### src/rtl/decode_issue_stage_pkg.sv
// Instruction-class encodings and the registered control bundle of the decode/issue stage.
package decode_pkg;

  localparam logic [1:0] FT_REG = 2'b00;
  localparam logic [1:0] FT_MEM = 2'b01;
  localparam logic [1:0] FT_BR  = 2'b10;
  localparam logic [1:0] FT_KER = 2'b11;

  localparam logic [1:0] FC_LOAD  = 2'b00;
  localparam logic [1:0] FC_STORE = 2'b01;
  localparam logic [1:0] FC_MOV   = 2'b10;
  localparam logic [1:0] FC_CMP   = 2'b11;
  // Cache write is the memory-class instruction sharing MOV's funcode.
  localparam logic [1:0] FC_CACHEWR = 2'b10;

  typedef struct packed {
    logic [1:0] funtype;
    logic [1:0] funcode;
    logic       we;
    logic       memrd;
    logic       memwr;
    logic       branch;
    logic       cachewr;
  } decoded_bundle_t;

  localparam decoded_bundle_t BUNDLE_RST = '{funtype: 2'b00, funcode: 2'b00, we: 1'b0,
                                             memrd: 1'b0, memwr: 1'b0, branch: 1'b0,
                                             cachewr: 1'b0};

  function automatic decoded_bundle_t decode_ctrl(input logic [1:0] ft, input logic [1:0] fc);
    decoded_bundle_t b;
    b.funtype = ft;
    b.funcode = fc;
    b.memrd   = (ft == FT_MEM) && (fc == FC_LOAD);
    b.memwr   = (ft == FT_MEM) && (fc == FC_STORE);
    b.cachewr = (ft == FT_MEM) && (fc == FC_CACHEWR);
    b.branch  = (ft == FT_BR);
    b.we      = ((ft == FT_REG) && (fc != FC_CMP)) || b.memrd || b.branch ||
                ((ft == FT_KER) && (fc == 2'b00));
    return b;
  endfunction

endpackage

### src/rtl/decode_issue_stage_if.sv
// Fetch, register-file, release and execute-side signals of the decode/issue stage.
interface decode_issue_stage_if #(
  parameter int BUS = 32,
  parameter int AW  = 4
);
  logic           in_valid;
  logic           in_ready;
  logic [31:0]    instr;
  logic [BUS-1:0] pc_in;
  logic [AW-1:0]  rf_ra_a;
  logic [AW-1:0]  rf_ra_b;
  logic [BUS-1:0] rf_rd_a;
  logic [BUS-1:0] rf_rd_b;
  logic           flush;
  logic           rel_valid;
  logic [AW-1:0]  rel_addr;
  logic           out_valid;
  logic           out_ready;
  logic [1:0]     out_funtype;
  logic [1:0]     out_funcode;
  logic [AW-1:0]  out_rd;
  logic [BUS-1:0] out_opa;
  logic [BUS-1:0] out_opb;
  logic [BUS-1:0] out_str_data;
  logic [BUS-1:0] out_pc;
  logic           out_we;
  logic           out_memrd;
  logic           out_memwr;
  logic           out_branch;
  logic           out_cachewr;

  modport slave (
    input  in_valid, instr, pc_in, rf_rd_a, rf_rd_b, flush, rel_valid, rel_addr, out_ready,
    output in_ready, rf_ra_a, rf_ra_b, out_valid, out_funtype, out_funcode, out_rd,
           out_opa, out_opb, out_str_data, out_pc, out_we, out_memrd, out_memwr,
           out_branch, out_cachewr
  );

  modport master (
    output in_valid, instr, pc_in, rf_rd_a, rf_rd_b, flush, rel_valid, rel_addr, out_ready,
    input  in_ready, rf_ra_a, rf_ra_b, out_valid, out_funtype, out_funcode, out_rd,
           out_opa, out_opb, out_str_data, out_pc, out_we, out_memrd, out_memwr,
           out_branch, out_cachewr
  );
endinterface

### src/rtl/decode_issue_stage_scoreboard.sv
// Per-register in-flight write counters; the hard-zero register is never tracked.
module reg_scoreboard #(
  parameter int NREG  = 16,
  parameter int CNT_W = 2,
  parameter int AW    = $clog2(NREG)
) (
  input  logic          clk,
  input  logic          rst,
  input  logic          i_inc_valid,
  input  logic [AW-1:0] i_inc_addr,
  input  logic          i_rel_valid,
  input  logic [AW-1:0] i_rel_addr,
  input  logic          i_pend_valid,
  input  logic [AW-1:0] i_pend_addr,
  input  logic [AW-1:0] i_qa_addr,
  input  logic [AW-1:0] i_qb_addr,
  input  logic [AW-1:0] i_qd_addr,
  output logic          o_busy_a,
  output logic          o_busy_b,
  output logic          o_sat_d
);
  localparam logic [AW-1:0]    ZERO_REG = AW'(NREG - 1);
  localparam logic [CNT_W-1:0] CNT_ZERO = {CNT_W{1'b0}};
  localparam logic [CNT_W-1:0] CNT_ONE  = {{(CNT_W-1){1'b0}}, 1'b1};
  localparam logic [CNT_W-1:0] CNT_MAX  = {CNT_W{1'b1}};

  logic [CNT_W-1:0] r_cnt [NREG];
  logic             w_inc;
  logic             w_rel;
  logic [CNT_W-1:0] w_cnt_d;

  assign w_inc   = i_inc_valid && (i_inc_addr != ZERO_REG);
  assign w_rel   = i_rel_valid && (i_rel_addr != ZERO_REG) && (r_cnt[i_rel_addr] != CNT_ZERO);
  assign w_cnt_d = r_cnt[i_qd_addr];

  // A pending write is the held bundle that issues no earlier than this cycle's edge.
  assign o_busy_a = (r_cnt[i_qa_addr] != CNT_ZERO) || (i_pend_valid && (i_pend_addr == i_qa_addr));
  assign o_busy_b = (r_cnt[i_qb_addr] != CNT_ZERO) || (i_pend_valid && (i_pend_addr == i_qb_addr));
  assign o_sat_d  = (w_cnt_d == CNT_MAX) ||
                    (i_pend_valid && (i_pend_addr == i_qd_addr) && (w_cnt_d == CNT_MAX - CNT_ONE));

  // Counter update: issue and release on the same register cancel out.
  always_ff @(posedge clk) begin
    for (int i = 0; i < NREG; i++) begin
      if (rst) begin
        r_cnt[i] <= CNT_ZERO;
      end else if (w_inc && (i_inc_addr == AW'(i)) && !(w_rel && (i_rel_addr == AW'(i)))) begin
        r_cnt[i] <= r_cnt[i] + CNT_ONE;
      end else if (w_rel && (i_rel_addr == AW'(i)) && !(w_inc && (i_inc_addr == AW'(i)))) begin
        r_cnt[i] <= r_cnt[i] - CNT_ONE;
      end else begin
        r_cnt[i] <= r_cnt[i];
      end
    end
  end
endmodule

### src/rtl/decode_issue_stage.sv
// Registered decode stage with valid/ready handshake, RAW scoreboard interlock and flush.
module decode_issue_stage
  import decode_pkg::*;
#(
  parameter int BUS   = 32,
  parameter int NREG  = 16,
  parameter int CNT_W = 2
) (
  input logic                  clk,
  input logic                  rst,
  decode_issue_stage_if.slave  bus
);
  localparam int            AW       = $clog2(NREG);
  localparam logic [AW-1:0] ZERO_REG = AW'(NREG - 1);

  logic [1:0]      w_ft, w_fc;
  logic [AW-1:0]   w_rd, w_rs, w_rx;
  decoded_bundle_t w_ctrl;
  logic            w_src_a_rs, w_opa_zero, w_opb_imm, w_use_a, w_use_b;
  logic [BUS-1:0]  w_imm, w_opa, w_opb, w_str;
  logic            w_busy_a, w_busy_b, w_sat_d, w_hazard;
  logic            w_in_ready, w_accept, w_issue, w_pend;

  logic            r_valid;
  decoded_bundle_t r_ctrl;
  logic [AW-1:0]   r_rd;
  logic [BUS-1:0]  r_opa, r_opb, r_str, r_pc;

  assign w_ft   = bus.instr[31:30];
  assign w_fc   = bus.instr[29:28];
  assign w_rd   = bus.instr[24 +: AW];
  assign w_rs   = bus.instr[20 +: AW];
  assign w_rx   = bus.instr[16 +: AW];
  assign w_ctrl = decode_ctrl(w_ft, w_fc);

  assign w_src_a_rs = ((w_ft == FT_REG) && (w_fc != FC_CMP)) || w_ctrl.memrd || w_ctrl.memwr;
  assign w_opa_zero = ((w_ft == FT_REG) && (w_fc == FC_MOV)) || (w_ft == FT_KER);
  assign w_opb_imm  = bus.instr[0] || w_ctrl.cachewr;
  // Stores read RD through port B so its contents can travel as store data.
  assign bus.rf_ra_a = w_src_a_rs ? w_rs : w_rd;
  assign bus.rf_ra_b = w_ctrl.memwr ? w_rd : w_rx;

  // Immediate selection, zero-extended to the datapath width.
  always_comb begin
    w_imm = {BUS{1'b0}};
    if (w_ctrl.cachewr) begin
      w_imm = BUS'(bus.instr[23:20]);
    end else if (w_ft == FT_REG) begin
      w_imm = BUS'(bus.instr[19:1]);
    end else begin
      w_imm = BUS'(bus.instr[27:0]);
    end
  end

  assign w_opa = w_opa_zero ? {BUS{1'b0}} : bus.rf_rd_a;
  assign w_opb = w_opb_imm ? w_imm : bus.rf_rd_b;

  // Store data is RD's contents from whichever port read RD.
  always_comb begin
    w_str = {BUS{1'b0}};
    if (w_ctrl.memwr) begin
      w_str = bus.rf_rd_b;
    end else if (!w_src_a_rs && !w_opa_zero) begin
      w_str = bus.rf_rd_a;
    end else begin
      w_str = {BUS{1'b0}};
    end
  end

  assign w_use_a  = !w_opa_zero;
  assign w_use_b  = !w_opb_imm || w_ctrl.memwr;
  assign w_pend   = r_valid && r_ctrl.we && (r_rd != ZERO_REG);
  assign w_issue  = w_pend && bus.out_ready && !bus.flush;
  assign w_hazard = (w_use_a && w_busy_a) || (w_use_b && w_busy_b) || (w_ctrl.we && w_sat_d);

  assign w_in_ready = !rst && !w_hazard && (!r_valid || bus.out_ready) && !bus.flush;
  assign w_accept   = bus.in_valid && w_in_ready;
  assign bus.in_ready = w_in_ready;

  reg_scoreboard #(.NREG(NREG), .CNT_W(CNT_W), .AW(AW)) u_sb (
    .clk         (clk),
    .rst         (rst),
    .i_inc_valid (w_issue),
    .i_inc_addr  (r_rd),
    .i_rel_valid (bus.rel_valid),
    .i_rel_addr  (bus.rel_addr),
    .i_pend_valid(w_pend),
    .i_pend_addr (r_rd),
    .i_qa_addr   (bus.rf_ra_a),
    .i_qb_addr   (bus.rf_ra_b),
    .i_qd_addr   (w_rd),
    .o_busy_a    (w_busy_a),
    .o_busy_b    (w_busy_b),
    .o_sat_d     (w_sat_d)
  );

  // Output register: flush kills the held bundle, accept reloads it, consumption empties it.
  always_ff @(posedge clk) begin
    if (rst) begin
      r_valid <= 1'b0;
      r_ctrl  <= BUNDLE_RST;
      r_rd    <= {AW{1'b0}};
      r_opa   <= {BUS{1'b0}};
      r_opb   <= {BUS{1'b0}};
      r_str   <= {BUS{1'b0}};
      r_pc    <= {BUS{1'b0}};
    end else begin
      if (bus.flush) begin
        r_valid <= 1'b0;
      end else if (w_accept) begin
        r_valid <= 1'b1;
      end else if (bus.out_ready) begin
        r_valid <= 1'b0;
      end else begin
        r_valid <= r_valid;
      end
      if (w_accept) begin
        r_ctrl <= w_ctrl;
        r_rd   <= w_rd;
        r_opa  <= w_opa;
        r_opb  <= w_opb;
        r_str  <= w_str;
        r_pc   <= bus.pc_in;
      end
    end
  end

  assign bus.out_valid    = r_valid;
  assign bus.out_funtype  = r_ctrl.funtype;
  assign bus.out_funcode  = r_ctrl.funcode;
  assign bus.out_we       = r_ctrl.we;
  assign bus.out_memrd    = r_ctrl.memrd;
  assign bus.out_memwr    = r_ctrl.memwr;
  assign bus.out_branch   = r_ctrl.branch;
  assign bus.out_cachewr  = r_ctrl.cachewr;
  assign bus.out_rd       = r_rd;
  assign bus.out_opa      = r_opa;
  assign bus.out_opb      = r_opb;
  assign bus.out_str_data = r_str;
  assign bus.out_pc       = r_pc;
endmodule

### src/flat_wrapper.sv
// flat-port wrapper written by rule: the top's interface ports become plain ports
module decode_issue_stage_flat import decode_pkg::*;
#(
  parameter int BUS   = 32,
  parameter int NREG  = 16,
  parameter int CNT_W = 2
)
  (clk, rst, bus_in_valid, bus_instr, bus_pc_in, bus_rf_rd_a, bus_rf_rd_b, bus_flush, bus_rel_valid, bus_rel_addr, bus_out_ready, bus_in_ready, bus_rf_ra_a, bus_rf_ra_b, bus_out_valid, bus_out_funtype, bus_out_funcode, bus_out_rd, bus_out_opa, bus_out_opb, bus_out_str_data, bus_out_pc, bus_out_we, bus_out_memrd, bus_out_memwr, bus_out_branch, bus_out_cachewr);
  decode_issue_stage_if #(.BUS(BUS)) bus_i ();
  input logic clk;
  input logic rst;
  input wire logic [$bits(bus_i.in_valid)-1:0] bus_in_valid;
  input wire logic [$bits(bus_i.instr)-1:0] bus_instr;
  input wire logic [$bits(bus_i.pc_in)-1:0] bus_pc_in;
  input wire logic [$bits(bus_i.rf_rd_a)-1:0] bus_rf_rd_a;
  input wire logic [$bits(bus_i.rf_rd_b)-1:0] bus_rf_rd_b;
  input wire logic [$bits(bus_i.flush)-1:0] bus_flush;
  input wire logic [$bits(bus_i.rel_valid)-1:0] bus_rel_valid;
  input wire logic [$bits(bus_i.rel_addr)-1:0] bus_rel_addr;
  input wire logic [$bits(bus_i.out_ready)-1:0] bus_out_ready;
  output wire logic [$bits(bus_i.in_ready)-1:0] bus_in_ready;
  output wire logic [$bits(bus_i.rf_ra_a)-1:0] bus_rf_ra_a;
  output wire logic [$bits(bus_i.rf_ra_b)-1:0] bus_rf_ra_b;
  output wire logic [$bits(bus_i.out_valid)-1:0] bus_out_valid;
  output wire logic [$bits(bus_i.out_funtype)-1:0] bus_out_funtype;
  output wire logic [$bits(bus_i.out_funcode)-1:0] bus_out_funcode;
  output wire logic [$bits(bus_i.out_rd)-1:0] bus_out_rd;
  output wire logic [$bits(bus_i.out_opa)-1:0] bus_out_opa;
  output wire logic [$bits(bus_i.out_opb)-1:0] bus_out_opb;
  output wire logic [$bits(bus_i.out_str_data)-1:0] bus_out_str_data;
  output wire logic [$bits(bus_i.out_pc)-1:0] bus_out_pc;
  output wire logic [$bits(bus_i.out_we)-1:0] bus_out_we;
  output wire logic [$bits(bus_i.out_memrd)-1:0] bus_out_memrd;
  output wire logic [$bits(bus_i.out_memwr)-1:0] bus_out_memwr;
  output wire logic [$bits(bus_i.out_branch)-1:0] bus_out_branch;
  output wire logic [$bits(bus_i.out_cachewr)-1:0] bus_out_cachewr;
  assign bus_i.in_valid = bus_in_valid;
  assign bus_i.instr = bus_instr;
  assign bus_i.pc_in = bus_pc_in;
  assign bus_i.rf_rd_a = bus_rf_rd_a;
  assign bus_i.rf_rd_b = bus_rf_rd_b;
  assign bus_i.flush = bus_flush;
  assign bus_i.rel_valid = bus_rel_valid;
  assign bus_i.rel_addr = bus_rel_addr;
  assign bus_i.out_ready = bus_out_ready;
  assign bus_in_ready = bus_i.in_ready;
  assign bus_rf_ra_a = bus_i.rf_ra_a;
  assign bus_rf_ra_b = bus_i.rf_ra_b;
  assign bus_out_valid = bus_i.out_valid;
  assign bus_out_funtype = bus_i.out_funtype;
  assign bus_out_funcode = bus_i.out_funcode;
  assign bus_out_rd = bus_i.out_rd;
  assign bus_out_opa = bus_i.out_opa;
  assign bus_out_opb = bus_i.out_opb;
  assign bus_out_str_data = bus_i.out_str_data;
  assign bus_out_pc = bus_i.out_pc;
  assign bus_out_we = bus_i.out_we;
  assign bus_out_memrd = bus_i.out_memrd;
  assign bus_out_memwr = bus_i.out_memwr;
  assign bus_out_branch = bus_i.out_branch;
  assign bus_out_cachewr = bus_i.out_cachewr;
  decode_issue_stage #(.BUS(BUS), .NREG(NREG), .CNT_W(CNT_W)) u_core (.clk(clk), .rst(rst), .bus(bus_i));
endmodule
### config.mk
export PLATFORM = sky130hd
export DESIGN_NAME = decode_issue_stage_flat
export DESIGN_NICKNAME = d
export VERILOG_FILES = /design/src/rtl/decode_issue_stage_pkg.sv /design/src/rtl/decode_issue_stage_if.sv /design/src/rtl/decode_issue_stage_scoreboard.sv /design/src/rtl/decode_issue_stage.sv /design/src/flat_wrapper.sv
export SDC_FILE = /design/constraint.sdc
export NUM_CORES = 1
export LEC_CHECK = 0
export CAP_MARGIN = 20
export CORE_ASPECT_RATIO = 0.7
export CORE_MARGIN = 10
export CORE_UTILIZATION = 49
export DETAILED_ROUTE_END_ITERATION = 10
export HOLD_SLACK_MARGIN = 0.1
export PLACE_DENSITY = 0.91
export SYNTH_ARGS = -nofsm -noshare
export SYNTH_HDL_FRONTEND = slang
export SYNTH_SLANG_ARGS = --single-unit
export TNS_END_PERCENT = 100
### constraint.sdc
create_clock -name clk -period 4 [get_ports clk]
set_input_delay 0.4 -clock clk [delete_from_list [all_inputs] [get_ports clk]]
set_output_delay 0.4 -clock clk [all_outputs]
set_load 0.03 [all_outputs]
**Word-level counts from Yosys, hierarchy flattened**

Memories as Yosys holds them, arrays and structs flattened.
Index checks and enable logic that the tools add are counted.

- Register bits: 142
- Bits in writable memories: 32
- Input port bits: 138
- Output and inout bits: 151
- Word-level logic and storage cells: 523
- Memories: 1

- Add/sub/neg operators: 32
- Eq/ne operators: 43
- Muxes and demuxes: 236
- Bitwise operators: 48
- Reductions and logical operators: 150

Memory list:

| memory | words | bits a word | rd ports | clocked after Yosys merged registers in | wr ports | RTL line | text |
|---|---|---|---|---|---|---|---|
| u_core.u_sb.r_cnt | 16 | 2 | 20 | 0 | 16 | decode_issue_stage_scoreboard.sv:27 | `logic [CNT_W-1:0] r_cnt [NREG];` |

Operators with widths:

| operator | count |
|---|---|
| two-way mux 1 bit | 180 |
| two-way mux 32 bit | 5 |
| two-way mux 2 bit | 48 |
| logical AND 1 bit | 89 |
| equality test 4 bit, second input constant | 16 |
| bitwise OR 1 bit | 48 |
| zero test 1 bit | 39 |
| adder 2 x 1 -> 2 bit, second input constant | 16 |
| equality test 4 x 3 -> 1 bit, second input constant | 8 |
| subtractor 2 x 1 -> 2 bit, second input constant | 16 |
| two-way mux 28 bit | 1 |
| equality test 4 x 2 -> 1 bit, second input constant | 4 |
| logical OR 1 bit | 13 |
| equality test 4 bit | 3 |
| equality test 2 bit, second input constant | 5 |
| equality test 4 x 1 -> 1 bit, second input constant | 2 |
| zero test 4 bit | 2 |
| two-way mux 4 bit | 2 |
| != test 4 bit, second input constant | 2 |
| nonzero test 2 bit | 4 |
| equality test 2 x 1 -> 1 bit, second input constant | 2 |
| zero test 2 bit | 2 |
| != test 2 bit, second input constant | 1 |
| OR reduction 2 bit | 1 |

**Longest topological paths before layout**

- Depth after elaboration: 17
- Depth in mapped cells: 13
- Gate-level depth less buffers: 13

**Cells and area by module**

A second synthesis with hierarchy kept.

- Cell total of the unflattened synthesis: 1120
- Area total of the unflattened synthesis: 9619.2 sq um

By module, submodules not included:

| module | times used | cells an instance | area an instance (sq um) | seq. area each (sq um) |
|---|---|---|---|---|
| decode_issue_stage | 1 | 776 | 6394.9 | 2842.7 |
| reg_scoreboard | 1 | 344 | 3224.3 | 960.9 |

**Least setup slack after synthesis**

Ideal clock, no wire load.

- Path kind: input to register
- From: input port bus_rel_addr[2]
- To: memory u_core.u_sb.r_cnt[8][1] (data pin)
- Setup time: 0.266 ns
- Data arrival time: 2.871 ns
- Data required time: 3.734 ns
- Path slack: 0.863 ns
- Stages: 13
- Path buffers: 1
- Cell sequence: clkbuf_1 > mux4_2 > nor2b_1 > a211o_1 > a21boi_0 > nor3b_1 > nand2_1 > inv_1 > ha_1 > nor2_1 > nor3_1 > a21oi_1 > nor2_1

RTL lines:

| element | RTL line | text |
|---|---|---|
| start, declared | flat_wrapper.sv:19 | `input wire logic [$bits(bus_i.rel_addr)-1:0] bus_rel_addr;` |
| end, declared | decode_issue_stage_scoreboard.sv:27 |  |

**Worst setup path after layout**

- From: input port bus_instr[30]
- To: output port bus_in_ready

- Word-level cells in the longest chain between the ends: 15
- Elaborated cells on any way between the ends: 39
- Classes of those cells: 5 x eq/ne; 2 x mux; 31 x reduce/logical; 1 x memory

Ends and longest elaborated chain:

| element | RTL line | text |
|---|---|---|
| start, declared | flat_wrapper.sv:13 | `input wire logic [$bits(bus_i.instr)-1:0] bus_instr;` |
| equality test 2 x 1 -> 1 bit or zero test 2 bit (tied branches) | -- |  |
| logical AND 1 bit, on equally long branches | decode_issue_stage_pkg.sv:34, decode_issue_stage_pkg.sv:38, decode_issue_stage.sv:36 |  |
| logical OR 1 bit | decode_issue_stage_pkg.sv:38, decode_issue_stage.sv:36 |  |
| logical OR 1 bit | decode_issue_stage.sv:36 | `assign w_src_a_rs = ((w_ft == FT_REG) && (w_fc != FC_CMP)) \|\| w_ctrl.memrd \|\| w_ctrl.memwr;` |
| two-way mux 4 bit | decode_issue_stage.sv:40 | `assign bus.rf_ra_a = w_src_a_rs ? w_rs : w_rd;` |
| memory read (16 x 2 bit) or equality test 4 bit (tied branches) | -- |  |
| nonzero test 2 bit or logical AND 1 bit (tied branches) | decode_issue_stage_scoreboard.sv:37 | `assign o_busy_a = (r_cnt[i_qa_addr] != CNT_ZERO) \|\| (i_pend_valid && (i_pend_addr == i_qa_addr));` |
| logical OR 1 bit | decode_issue_stage_scoreboard.sv:37 |  |
| logical AND 1 bit | decode_issue_stage.sv:74 | `assign w_hazard = (w_use_a && w_busy_a) \|\| (w_use_b && w_busy_b) \|\| (w_ctrl.we && w_sat_d);` |
| logical OR 1 bit | decode_issue_stage.sv:74 |  |
| logical OR 1 bit * | decode_issue_stage.sv:74 |  |
| zero test 1 bit * | decode_issue_stage.sv:76 | `assign w_in_ready = !rst && !w_hazard && (!r_valid \|\| bus.out_ready) && !bus.flush;` |
| logical AND 1 bit * (3 in a row) | decode_issue_stage.sv:76 |  |
| end, declared | flat_wrapper.sv:21 | `output wire logic [$bits(bus_i.in_ready)-1:0] bus_in_ready;` |

Mark *: on every way between the ends. The rest lies on a longest branch, timed or not.

==> metrics <==
dpl hpwl=29110 um; number of core rows=43; number of buffers added to fix hold violations after cts=0; biggest cell delay along the critical path=0.52 ns; Die Outline Area=26970 um^2; number of sinks handled by clock tree synthesis=174; post-synthesis cell type with the largest combined area=dfxtp_1; Relative slew margins=0.3145; capturing element type of the critical path=primary output; final clock skew=0.01326 ns; Routed wire per std cell=22.34 um; sw power=1.507 mW; cell at the root of the clock tree=clkbuf_16; ys flop type=dfxtp_1; critical path buffer and inverter count=3; Post-Route WL=38980 um; total of endpoints with negative setup slack in the final report=0; kind of critical path=input pin to primary output; antenna violation net count after detailed routing=0; number of DRC violations after detailed-routing iteration 0=1298; I/O Pins=289; most used cells in the layout excluding fill and tap cells=286 x clkdlybuf4s50_1, 142 x dfxtp_1, 107 x a21oi_1; worst endpoint required time=3.60 ns; setup TNS after final layout=0 ns; initial antenna violation count=3; Tcrit/Tclk final=0.9147; number of instances resized during post-cts repair=0; min cycle time layout=3.659 ns; slowest stage cell, crit path=clkdlybuf4s50_1; max-slew violation count=0; slew at the pin closest to its max-slew limit=1.026 ns; IO buf count=288; Overall Global Routing Usage=0.2750; number of standard cells after synthesis=1211; Netlist cell types=66; outcome=finished, final reports clean; Final Hold Viols=0; number of nets in the finished design=1629; number of cells after detailed placement=1710; Residual DRC=0; share of the synthesized area in the top cell type=0.2800; area growth from synthesis to layout=37.27%; number of synthesized register bits=174; minimum hold slack=0.2023 ns; number of non-filler instances in the completed layout=1745; crit path max fanout=8; final weighted congestion in routability-driven placement=1.024; pre-CTS setup slack=0.09209 ns; Min-Delay Path Class=input pin to flip-flop; Post-Synthesis Mean Instance Area=8.383 um^2; Cell Area, Synth=10150 um^2; number of maximum-capacitance constraint violations=0; average vias per placed instance=6.197; arrival time of data at the critical path endpoint=3.26 ns; Flop pwr share=0.409; internal portion of total power=3.131 mW; Clock H-tree levels=4; proportion of power drawn by combinational gates=0.231; clock-pin transition on the worst setup and hold timing paths=0.08 ns; CP cell instances=clkdlybuf4s50_1 -> buf_4 -> o21ai_2 -> a21oi_1 -> nor2_1 -> a32oi_1 -> a2111o_1 -> and4_4 -> and3_1 -> buf_12; wire length of the first global-routing pass=58960 um; Synth Warn #=0; switching power share of the total=0.3249; number of buffers inserted during clock tree synthesis=17; clock latency of the later-clocked register in the worst-skew pair=0.43 ns; fmax=0.2733 GHz; Die Ht=140.4 um; share of synthesized area occupied by flip-flops and latches=0.3747; Final Worst Setup Slack=0.3414 ns; unrepaired setup endpoints after global routing=no; largest net degree at the start of global routing=100; horizontal die dimension=192.0 um; core area=20070 um^2; number of flops mapped to enable cells by yosys=32; Initial Util=0.5059; total leakage power=5.066 nW; cell family with most CP delay=compound AO/OA/AOI/OAI gates; most frequent standard cell in the layout excluding fill and tap cells=clkdlybuf4s50_1; Post-synth ARST share=0; vias in the first global route=10.21k; buffers from clock root to sink, at most=2; number of setup buffers added after CTS=0; grt total ovfl=0; critical path launch point type=input pin; share of final-layout standard cells stronger than drive strength 1=0.08560; total via count in the routed design=10.81k; synth top area cells=dfxtp_1 28%, edfxtp_1 9.5%, a21oi_1 5.3%; drt first pass iters=8; power share of the clock group=0.359; IR Drop Worst-Case VDD=0.2779 mV; TritonCTS clock tree=built; power density over the cells=332.8 nW/um^2
cell usage after synthesis, types with 38 or more instances:
| cell type | count |
|---|---|
| nand2b_1 | 55 |
| dfxtp_1 | 142 |
| a21oi_1 | 107 |
| nand2_1 | 73 |
| o21ai_0 | 106 |
| inv_1 | 38 |
| a22oi_1 | 38 |
| nand3_1 | 97 |
| clkbuf_1 | 69 |
| nor2_1 | 71 |
kinds of logic (layout without fill, tap and decap cells):
logic type,Yosys count,after routing,share of synthesized area
simple gates,405,405,0.2063
compound gates,374,374,0.2247
flops,174,174,0.3747
buf+inv,150,409,0.06631
mux,53,53,0.06976
fa+ha+maj,32,32,0.03944
xor+xnor,21,21,0.01812
other cells,2,7,0.0007397
stage by stage:
step / utilization / total power [mW] / instance area, um^2
after floorplan: - / 2.529 / 10160
after global placement: 0.6641 / 2.973 / 13330
after detailed placement: 0.6641 / 2.984 / 13330
after CTS: 0.6941 / 4.633 / 13930
after global routing: 0.6944 / 4.801 / 13940
final: 0.6944 / 4.638 / 13940
worst reg2reg max path: cells and delay by family (launching register included):
kind / cells / cell delay (ns)
AOI/OAI and AO/OA: 4 / 1.04
buffers and inverters: 3 / 0.65
DFF: 1 / 0.60
and+or+nand+nor: 3 / 1.02
power groups by stage:
stage / Sequential [mW] / Clock (mW) / Combinational, mW
2_1_floorplan: 2.02 / 0 / 0.514
5_1_grt: 1.90 / 1.76 / 1.13
6_report: 1.90 / 1.67 / 1.07
3_5_place_dp: 1.94 / 0 / 1.05
3_3_place_gp: 1.93 / 0 / 1.04
4_1_cts: 1.90 / 1.68 / 1.05
flip-flops by register name, summed over array words and instances, names as in the netlist, 2 cells and up:
signal                   cells
u_core.bus.out_rd            4
u_core.bus.out_opa          32
u_core.bus.out_funtype       2
u_core.u_sb.r_cnt           32
u_core.bus.out_funcode       2
u_core.bus.out_pc           32
u_core.bus.out_opb          32
u_core.bus.out_str_data     32
per-layer routing:
layer	GRT usage	part of all wire	vias up
met5	0	0	-
met4	0.09723	0.026	0
met3	0.09896	0.13	85
met2	0.4101	0.44	710
met1	0.3578	0.40	5118
li1	-	-	4900
cell type report:
type	instances	area [um^2]
diodes	3	7.507
clock buffers	17	425.4
clock inverters	15	175.2
fillers	1575	6132
inverters	38	142.6
multi-input cells	889	5704
flip-flops and latches	174	3804
well taps	270	337.8
repair buffers	339	3339
worst paths after layout:
| check | startpoint | end | slack (ns) | cells after the start |
|---|---|---|---|---|
| worst min-delay path | rst | u_core.bus.out_str_data[31]$_SDFFE_PP0P_ | 0.20 | 2 |
| worst min register to register | u_core.bus.out_opa[27]$_SDFFE_PP0P_ | u_core.bus.out_opa[27]$_SDFFE_PP0P_ | 0.47 | 2 |
| worst max-delay path | bus_instr[30] | bus_in_ready | 0.34 | 10 |
| worst max register to register | u_core.bus.out_rd[2]$_SDFFE_PP0P_ | u_core.bus.out_str_data[2]$_SDFFE_PP0P_ | 0.53 | 10 |
Note: power is estimated with default switching activity, not from simulation.
